### src/rtl/inst_sequencer.sv
// Instruction sequencer: plays a small program store onto a timed execute bus.
// Define SEQ_LOOP_EN to repeat the program until stop and expose loop_cnt.
module inst_sequencer #(
    parameter int DEPTH       = 16,
    parameter int EXEC_CYCLES = 8
) (
    input  logic                       clk,
    input  logic                       rst_n,
    input  logic                       prog_we,
    input  logic [$clog2(DEPTH)-1:0]   prog_addr,
    input  logic [31:0]                prog_data,
    input  logic [$clog2(DEPTH):0]     prog_len,
    input  logic                       start,
    input  logic                       stop,
    output logic [31:0]                inst,
    output logic [$clog2(DEPTH)-1:0]   pc,
    output logic                       busy,
`ifdef SEQ_LOOP_EN
    output logic [15:0]                loop_cnt,
`endif
    output logic                       done
);

    localparam int AW = $clog2(DEPTH);
    localparam int CW = (EXEC_CYCLES > 1) ? $clog2(EXEC_CYCLES) : 1;
    localparam logic [AW:0]   LMAX  = (AW+1)'(DEPTH);
    localparam logic [AW:0]   ONE_L = (AW+1)'(1);
    localparam logic [CW-1:0] CLAST = CW'(EXEC_CYCLES - 1);
    localparam logic [31:0]   XBIT  = 32'h8000_0000;
`ifdef SEQ_LOOP_EN
    localparam bit LOOP = 1'b1;
`else
    localparam bit LOOP = 1'b0;
`endif

    typedef enum logic [1:0] {IDLE, ISSUE, GAP, DONE} state_t;

    state_t        state, state_d;
    logic [AW-1:0] pc_d;
    logic [CW-1:0] cyc_cnt, cnt_d;
    logic [AW:0]   len, len_d;
    logic          stop_pend, pend_d, pend_now, last;
    logic [31:0]   inst_d;
    logic [31:0]   mem [DEPTH];
`ifdef SEQ_LOOP_EN
    logic [15:0]   loop_d;
`endif

    // Program store: no reset, writable only while idle.
    always_ff @(posedge clk) begin
        if (prog_we && state == IDLE)
            mem[prog_addr] <= prog_data;
    end

    always_comb begin
        state_d  = state;
        pc_d     = pc;
        cnt_d    = cyc_cnt;
        len_d    = len;
        pend_d   = stop_pend;
        inst_d   = '0;
`ifdef SEQ_LOOP_EN
        loop_d   = loop_cnt;
`endif
        pend_now = stop_pend | stop;
        last     = ({1'b0, pc} == len - ONE_L);
        unique case (state)
            IDLE: begin
                pc_d  = '0;
                cnt_d = '0;
                if (start) begin
                    len_d  = (prog_len > LMAX) ? LMAX : prog_len;
                    pend_d = stop;
`ifdef SEQ_LOOP_EN
                    loop_d = '0;
`endif
                    if (len_d == '0) begin
                        state_d = DONE;
                    end else begin
                        state_d = ISSUE;
                        inst_d  = mem[0] | XBIT;
                    end
                end
            end
            ISSUE: begin
                pend_d = pend_now;
                if (cyc_cnt == CLAST) begin
                    state_d = GAP;
                    cnt_d   = '0;
                    inst_d  = mem[pc] & ~XBIT;
                end else begin
                    cnt_d  = cyc_cnt + CW'(1);
                    inst_d = mem[pc] | XBIT;
                end
            end
            GAP: begin
                pend_d = pend_now;
`ifdef SEQ_LOOP_EN
                if (last && loop_cnt != 16'hFFFF)
                    loop_d = loop_cnt + 16'd1;
`endif
                if (pend_now || (last && !LOOP)) begin
                    state_d = DONE;
                end else begin
                    state_d = ISSUE;
                    pc_d    = last ? '0 : pc + AW'(1);
                    inst_d  = mem[pc_d] | XBIT;
                end
            end
            DONE: begin
                state_d = IDLE;
                pc_d    = '0;
                pend_d  = 1'b0;
            end
            default: state_d = IDLE;
        endcase
    end

    always_ff @(posedge clk or negedge rst_n) begin
        if (!rst_n) begin
            state     <= IDLE;
            pc        <= '0;
            cyc_cnt   <= '0;
            len       <= '0;
            stop_pend <= 1'b0;
            inst      <= '0;
            busy      <= 1'b0;
            done      <= 1'b0;
`ifdef SEQ_LOOP_EN
            loop_cnt  <= '0;
`endif
        end else begin
            state     <= state_d;
            pc        <= pc_d;
            cyc_cnt   <= cnt_d;
            len       <= len_d;
            stop_pend <= pend_d;
            inst      <= inst_d;
            busy      <= (state_d != IDLE);
            done      <= (state_d == DONE);
`ifdef SEQ_LOOP_EN
            loop_cnt  <= loop_d;
`endif
        end
    end

endmodule

### config.mk
export PLATFORM = sky130hd
export DESIGN_NAME = inst_sequencer
export DESIGN_NICKNAME = d
export VERILOG_FILES = /design/src/rtl/inst_sequencer.sv
export SDC_FILE = /design/constraint.sdc
export NUM_CORES = 1
export LEC_CHECK = 0
export BUFFER_PORTS_ARGS = -buffer_cell sky130_fd_sc_hd__buf_2
export CORE_MARGIN = 2
export CORE_UTILIZATION = 56
export CTS_BUF_LIST = sky130_fd_sc_hd__clkbuf_16
export DETAILED_ROUTE_END_ITERATION = 12
export GPL_ROUTABILITY_DRIVEN = 1
export PLACE_DENSITY = 0.75
export SLEW_MARGIN = 10
export SYNTH_ARGS = -nofsm -noshare
export SYNTH_HDL_FRONTEND = slang
export SYNTH_SLANG_ARGS = --single-unit
### constraint.sdc
create_clock -name clk -period 3.5 [get_ports clk]
set_input_delay 0 -clock clk [delete_from_list [all_inputs] [get_ports clk]]
set_output_delay 0 -clock clk [all_outputs]
set_load 0.05 [all_outputs]
==> results of run 1 <==
[sequential cells by signal, indices dropped and copies added, names as in the netlist]
signal,count
stop_pend,1
state,2
cyc_cnt,3
done,1
pc,4
busy,1
inst,32
len,5
mem,496
[metrics by stage]
step | hold WS (ns) | std cells
floorplan | -0.2956 | 1651
global placement | 0.2487 | 2278
detailed placement | 0.2535 | 2278
CTS | 0.09850 | 2424
global route | 0.1254 | 2425
finish | 0.1163 | 2425
[layer usage]
| metal | part of all wire | track usage | wire (µm) |
|---|---|---|---|
| met1 | 0.36 | 0.4196 | 26720 |
| met2 | 0.47 | 0.5054 | 35160 |
| met3 | 0.12 | 0.06736 | 9126 |
| met4 | 0.054 | 0.1608 | 4072 |
| met5 | 0 | 0 | 0 |
[cells in the final DEF, fill, tap and decap left out, types with 10 or more instances in the layout]
cell and instances:
and2_1 23, mux2_2 12, clkbuf_16 56, a22o_1 10, mux2i_1 123, dfrtp_1 47
a211oi_1 37, nand3_1 41, a31oi_1 16, a221oi_1 24, a2111oi_0 12, mux4_2 135
buf_2 82, o221ai_1 15, a22oi_1 19, nor2_4 12, dlygate4sd3_1 42, o211ai_1 15
buf_4 62, nor2_1 22, bufinv_16 11, and3b_1 13, o2111ai_1 11, a21oi_1 46
inv_1 18, o21ai_0 47, o22ai_1 49, nand2_1 93, edfxtp_1 496, o311a_1 11
buf_12 19, clkinv_2 12, nand2b_1 17, nor3_1 31
[power by group through the flow]
stage | clock network, mW | registers (mW) | logic (mW)
5_1_grt | 6.61 | 7.66 | 6.92
4_1_cts | 6.34 | 7.63 | 6.47
3_3_place_gp | 0 | 7.75 | 6.22
2_1_floorplan | 0 | 8.13 | 4.16
6_report | 6.30 | 7.63 | 6.58
3_5_place_dp | 0 | 7.76 | 6.35
[cell families after synthesis]
family	count (synthesis)	share of synthesized area
DFF	545	0.6262
AOI/OAI and AO/OA	380	0.1094
and+or+nand+nor	293	0.05735
muxes	270	0.1712
buffers and inverters	146	0.02863
xor gates and xnor gates	9	0.003354
adders and majority gates	8	0.003888
[path summary, 6_finish.rpt]
check                                   from  depth (start not counted)          to
worst max-delay path                  len[0]                          8    inst[27]
worst min-delay path            prog_addr[0]                          3  mem[8][10]
worst max register to register        len[0]                          8    inst[27]
worst min register to register    cyc_cnt[0]                          1  cyc_cnt[0]
max in group asynchronous              rst_n                          3    inst[18]
min in group asynchronous              rst_n                          2     inst[2]
[worst register-to-register path: cells and delay by family, from the launching register on]
kind,cells,cell delay (ns)
adders and majority gates,1,0.24
and+or+nand+nor,3,1.51
DFF,1,0.42
buffers and inverters,1,0.07
AOI/OAI and AO/OA,3,1.00
[what timing repair did]
item / in CTS / in global routing
setup endpoints to repair: 0 / 1
hold buffers: 42 / 0
gates resized for setup: 0 / 1
endpoints found under the hold margin: 542 / 0
[area by class of cell]
| type | instances | share of cell area |
|---|---|---|
| diodes | 1 | 0.00008440 |
| clock buffers | 56 | 0.04726 |
| clock inverters | 48 | 0.01882 |
| inverters | 10 | 0.001350 |
| multi-input cells | 960 | 0.3067 |
| flip-flops and latches | 545 | 0.5439 |
| well taps | 600 | 0.02532 |
| repair buffers | 205 | 0.05654 |
==> results.md, run 1 <==
- At the worst endpoint, the required time is 4.00 ns.
- In the final timing run, aggregate negative setup slack is 0 ns.
- The number of global-route vias before repair is 17748.
- The count of final setup violators is 0.
- The residual DRC count is 0.
- The row count is 78.
- The proportion of synthesized flip-flops having asynchronous set or reset is 0.08991.
- Summing all placed instances gives a cell area of ~0.027 mm².
- The number of antenna violations at the first check in global routing is 1.
- The wire length per cell is 30.96 µm.
- The remaining antenna violation count after routing is 0.
- The run finished with clean final reports.
- In the final layout, the multi-input gates occupy between 0.009 and 0.01 mm².
- Routability-driven placement finished with a final weighted congestion of 0.9037.
- The final layout contains routed wiring with a total length of 75080 µm.
- By area the synthesized netlist is led by edfxtp_1 (58%), mux4_2 (12%), mux2i_1 (4.8%).
- The clock group share of total power is 0.307.
- The power dissipated by switching net loads is approximately 6.8 mW.
- Counting instances in the post-synthesis netlist gives the leading cell types as edfxtp_1 (496), mux4_2 (135), mux2i_1 (123).
- The mean cell area of the mapped netlist is 15.59 µm².
- For this run, the number of Yosys warnings is 0.
- The first-pass GRT wire length is 110800 µm.
- The share of the Yosys chip area taken by registers is 0.6262.
- The first-pass iteration count of the detailed router is 7.
- The clock reaches the later pin of the worst-skew pair after 0.63 ns.
- In this run the tool buffered the top-level ports with 82 buffer cells.
- STA puts the critical path data arrival time at 3.87 ns.
- At the end of the flow the core is filled with cells to 0.6534.
- Counting both buffers and inverters, the worst setup path holds a total of 1.
- The flip-flop and latch area is ~0.016 mm².
- The initial utilization of the core area, before any placement, comes to 0.5673.
- The vias per cell is between 7 and 8.
- In this run the vertical extent of the chip is 218.4 µm.
- The wire-length estimate of the detail-placed layout is roughly 42000 µm.
- In the finished design, the share of the clock period the worst path needs comes to 0.9638.
- The die covers ~0.048 mm².
- The critical path goes through inv_1 -> ha_1 -> nand3b_1 -> a21oi_2 -> o311a_4 -> nor3_2 -> nor3_1 -> a221oi_1.
- The post-route minimum period is 3.373 ns.
- The number of design-rule violations left by the first detailed-router iteration is 2412.
- The share of synthesized area in the top cell type comes to 0.5785.
- Headroom to the max-slew limit came out at 0.09208.
- The number of buffers inserted by post-CTS setup repair is 0.
- The delay contributed by the slowest stage of the critical path is 1.13 ns.
- The min-delay analysis places its worst path in the category in -> reg.
- In this run the static leakage power is 9.573 nW.
- The post-synth net total is between 1500 and 2000.
- The placeable core region is 0.04538 mm².
- The share of cells above drive strength 1 is 0.2401.
- The final number of hold-violating endpoints is 0.
- The final non-filler cell area is 0.02965 mm².
- In this run the horizontal extent of the chip is 218.4 µm.
- The routed layout has 17515 vias.
- The final max-slew violation count came to 0.
- The maximum clock frequency is 0.2964 GHz.
- The biggest fanout along the worst timing path is 22.
- The number of unique standard cell types used by synthesis is 72.
- Among cell families on the critical path, the largest total delay comes from simple AND/OR/NAND/NOR gates.
- The element type at the critical path start is a register.
- In this run, CTS created clock tree buffers numbering 55.
- The number of maximum-capacitance violations is 0.
- Yosys mapped a number of flops with a built-in enable equal to ~500.
- The H-tree generated during clock tree synthesis spans 2 levels.
- The type of destination of the critical path is a register.
- In this run the count of I/O pins placed on the die edge is 84.
- After synthesis the cells add up to 0.02574 mm².
- The leftover overflow at the end of global routing is 0.
- The internal portion of the total power is ~14 mW.
- The combinational fraction of design power is 0.321.
- The library cell with the highest instance count after synthesis is edfxtp_1.
- The layout overhead on the synthesized area is 15.17%.
- After filler insertion, the fill cell instance count of the layout stands at 3081.
- The worst setup margin is 0.1267 ns.
- The number of instances in the synthesized netlist is 1651.
- The worst setup slack after placement is 0.2416 ns.
- Of the total power, registers draw 0.372.
- The worst-case IR drop observed on VDD is 0.9463 mV.
- In this run the power density over the cells is 691.9 mW/mm².
- The pin count of the biggest net entering global routing is 128.
- The final worst clock skew is 0.02024 ns.
- In the global route stage, overall resource usage came out at 0.3186.
- The completed layout was analyzed and its total power is 20.52 mW.
- The post-synthesis sequential element count is between 500 and 600.
- The critical path is of the reg -> reg type.
- Of all cell types, the one taking the most synthesized area is edfxtp_1.
- The clock net in this run drives a total of 545 sinks.
- The clock-pin slew reported for the worst setup and hold paths after clock tree synthesis is about 0.060 ns.
- The number of buffers on the longest clock path is 3.
- Among all stages on the critical path, the largest delay is contributed by nor3_2.
- The transition time at the pin with the least slew margin is ~1.4 ns.
- The switching part of the total power is 0.3331.
- The buffer cell driving the clock tree root is clkbuf_16.
- Setup repair after global routing left no endpoint under its margin.
- The worst-case register-to-register setup slack is 0.13 ns.
- The final layout contains 1831 nets.
- For this run, the leading register cell type out of synthesis is edfxtp_1.
- The clock tree from TritonCTS is yes.
No activity file was read; power rests on OpenSTA's default activity.
==> inputs of run 2 (changes only) <==
Settings changed: MAX_ROUTING_LAYER set to met4, REMOVE_ABC_BUFFERS set to 1.
==> results.md, run 2 (synthesis gave the netlist of run 1 again) <==
- The layout overhead on the synthesized area is 14.59% (was 15.17%).
- The arrival time at the worst endpoint came to 3.82 ns (was 3.87 ns).
- The number of global-route vias before repair is 17582 (was 17748).
- The pin count of the biggest net entering global routing is 107 (was 128).
- The share of cells above drive strength 1 came to 0.2338 (was 0.2401).
- The wire length per cell is 31.15 µm (was 30.96 µm).
- The relative slew slack is 0.1928 (was 0.09208).
- The kind of critical path is reg -> reg (unchanged).
- The number of antenna violations at the first check in global routing is 3 (was 1).
- The launching point of the worst reg2reg path is len[0] (unchanged).
- The final max-slew violation count is 0 (unchanged).
- The number of cells after detailed placement is 2281 (was 2278).
- The largest register by flop count is mem (unchanged).
- The startpoint of the lowest-slack hold path is prog_addr[3] (was prog_addr[0]).
- The final non-filler cell total is 2435 (was 2425).
- The number of buffer cells added on primary ports is 82 (unchanged).
- The type of destination of the critical path is a register (unchanged).
- The launch point of the worst path is len[0] (unchanged).
- The worst reg-to-reg path cell count is 8 (unchanged).
- The multi-input logic area is 0.009057 mm² (was 0.009094 mm²).
- Outcome: completed (unchanged).
- Setup repair after global routing missed its margin: false (unchanged).
- The die outline area came to 0.04770 mm² (unchanged).
- The biggest fanout along the worst timing path is 22 (unchanged).
- The share of the core filled with cells is 0.6501 (was 0.6534).
- Largest registers: mem (496), inst (32), len (5) (unchanged).
- The die extent in x is 218.4 µm (unchanged).
- The placeable core region is 0.04538 mm² (unchanged).
- The number of maximum-capacitance violations was 0 (unchanged).
- The flip-flop count of the largest register, all copies and words added was 496 (unchanged).
- The endpoint of the most critical register-to-register path was inst[21] (was inst[27]).
- The number of buffers inserted by post-CTS setup repair is 0 (unchanged).
- The element type at the critical path start is a register (unchanged).
- The worst min-delay path category is in -> reg (unchanged).
- The row count is 78 (unchanged).
- The final hold slack was 0.05337 ns (was 0.1163 ns).
- The half-perimeter wire length of the detailed placement result is 42830 µm (was 42500 µm).
- The via count was 17710 (was 17515).
- The most common cell after layout, fill and taps aside is edfxtp_1 (unchanged).
- The clock tree from TritonCTS was yes (unchanged).
- The total number of nets in the final design is 1839 (was 1831).
- The worst-case register-to-register setup slack is 0.15 ns (was 0.13 ns).
- The number of buffers added to fix hold violations after cts came to 46 (was 42).
- The first-pass GRT wire length came to 110800 µm (about the same).
- The leakage power is 9.500 nW (was 9.573 nW).
- The maximum level of the CTS H-tree came to 2 (unchanged).
- The I/O pin total is 84 (unchanged).
- The total global routing track utilization was 0.3297 (was 0.3186).
- The share of the clock period used by the worst path is 0.9564 (was 0.9638).
- The number of instances resized during post-cts repair is 0 (unchanged).
- The final worst clock skew is 0.01683 ns (was 0.02024 ns).
- The flip-flop and latch area is 0.01613 mm² (unchanged).
- The number of fillers in the final layout was 3076 (was 3081).
- The number of design-rule violations left by the first detailed-router iteration came to 2879 (was 2412).
- The worst path required time came to 3.98 ns (was 4.00 ns).
- The clock-pin slew reported for the worst setup and hold paths after clock tree synthesis is 0.06 ns (about the same).
- The total length of routed wires was 75860 µm (was 75080 µm).
- The remaining antenna violation count after routing is 0 (unchanged).
- The residual DRC count is 0 (unchanged).
- Most frequent cells in the layout: edfxtp_1 (496), mux4_2 (135), mux2i_1 (123), nand2_1 (93), buf_2 (82) (unchanged).
- The first-pass iteration count of the detailed router was 6 (was 7).
- The power density normalized to cell area is 678.9 mW/mm² (was 691.9 mW/mm²).
- The worst supply voltage drop on vdd is 0.5676 mV (was 0.9463 mV).
- The final number of hold-violating endpoints came to 0 (unchanged).
- The count of final setup violators is 0 (unchanged).
- The vias per cell was 7.273 (was 7.223).
- The number of buffers created by CTS is 56 (was 55).
- The leftover overflow at the end of global routing came to 0 (unchanged).
- The number of buffers on the longest clock path was 3 (unchanged).
- The post-route minimum period is 3.347 ns (was 3.373 ns).
- The vertical die dimension came to 218.4 µm (unchanged).
- The clock latency on the worst-skew pair came to 0.62 ns (was 0.63 ns).
- The initial cell density of the core is 0.5673 (unchanged).
- The number of sinks handled by clock tree synthesis is 545 (unchanged).
- The transition time at the pin with the least slew margin is 1.204 ns (was 1.355 ns).
- The placer congestion estimate is 0.8752 (was 0.9037).
- The maximum clock frequency is 0.2987 GHz (was 0.2964 GHz).
- The critical path capture point was inst[21] (was inst[27]).
- The buffer cell driving the clock tree root is clkbuf_16 (unchanged).
## run 2: cell types whose count changed in the layout (fill, tap and decap cells not counted), sizes merged
cell,previous run,this run
diode,1,4
buf,163,166
clkinv,23,28
dlygate4sd3,42,46
clkinvlp,3,1
bufinv,11,5
inv,21,24
## run 2: final cells by class
class | instances | area share
sequential | 545 | 0.5467
multi-input combinational | 960 | 0.3070
timing repair buffer | 212 | 0.05980
clock buffer | 56 | 0.04750
tap | 600 | 0.02545
clock inverter | 48 | 0.01187
inverter | 10 | 0.001357
antenna | 4 | 0.0003393
## run 2: power by group
part           switching [mW]  internal [mW]
clock                    2.48           3.26
combinational            4.05           2.58
sequential              0.236           7.42
total                    6.76           13.3
## run 2: critical path, stage by stage, from the launching register on
cell,delay (ns)
dfrtp_1,0.42
inv_1,0.07
ha_1,0.25
nand4b_1,0.14
a21oi_2,0.10
o311a_4,0.56
nor3_2,1.03
nor3_1,0.18
a221oi_1,0.44
## run 2: worst min path at each step
stage	endpoint	slack (ns)	cells past startpoint
floorplan	busy	-0.30	0
global placement	inst[15]	0.03	1
detailed placement	inst[3]	0.03	1
CTS	mem[9][22]	0.04	3
global route	mem[9][22]	0.07	3
finish	mem[9][22]	0.05	3
## run 2: metal layers
metal	GRT usage	up-vias	wire length (µm)
met2	0.4802	1435	34400
li1	-	7145	-
met1	0.4443	8867	27100
met5	-	-	0
met3	0.08824	263	11150
met4	0.1331	0	3204
## run 2: metrics by stage
stage | setup TNS (ns) | instance area, µm² | power [mW] | worst slack (ns)
6_report | 0 | 29500 | 20.03 | 0.1526
5_1_grt | 0 | 29500 | 20.69 | 0.02531
4_1_cts | 0 | 29490 | 19.95 | 0.1399
3_5_place_dp | 0 | 27280 | 14.17 | 0.3186
3_3_place_gp | 0 | 27280 | 14.02 | 0.4335
2_1_floorplan | -350.61 | 25050 | 11.33 | -9.150
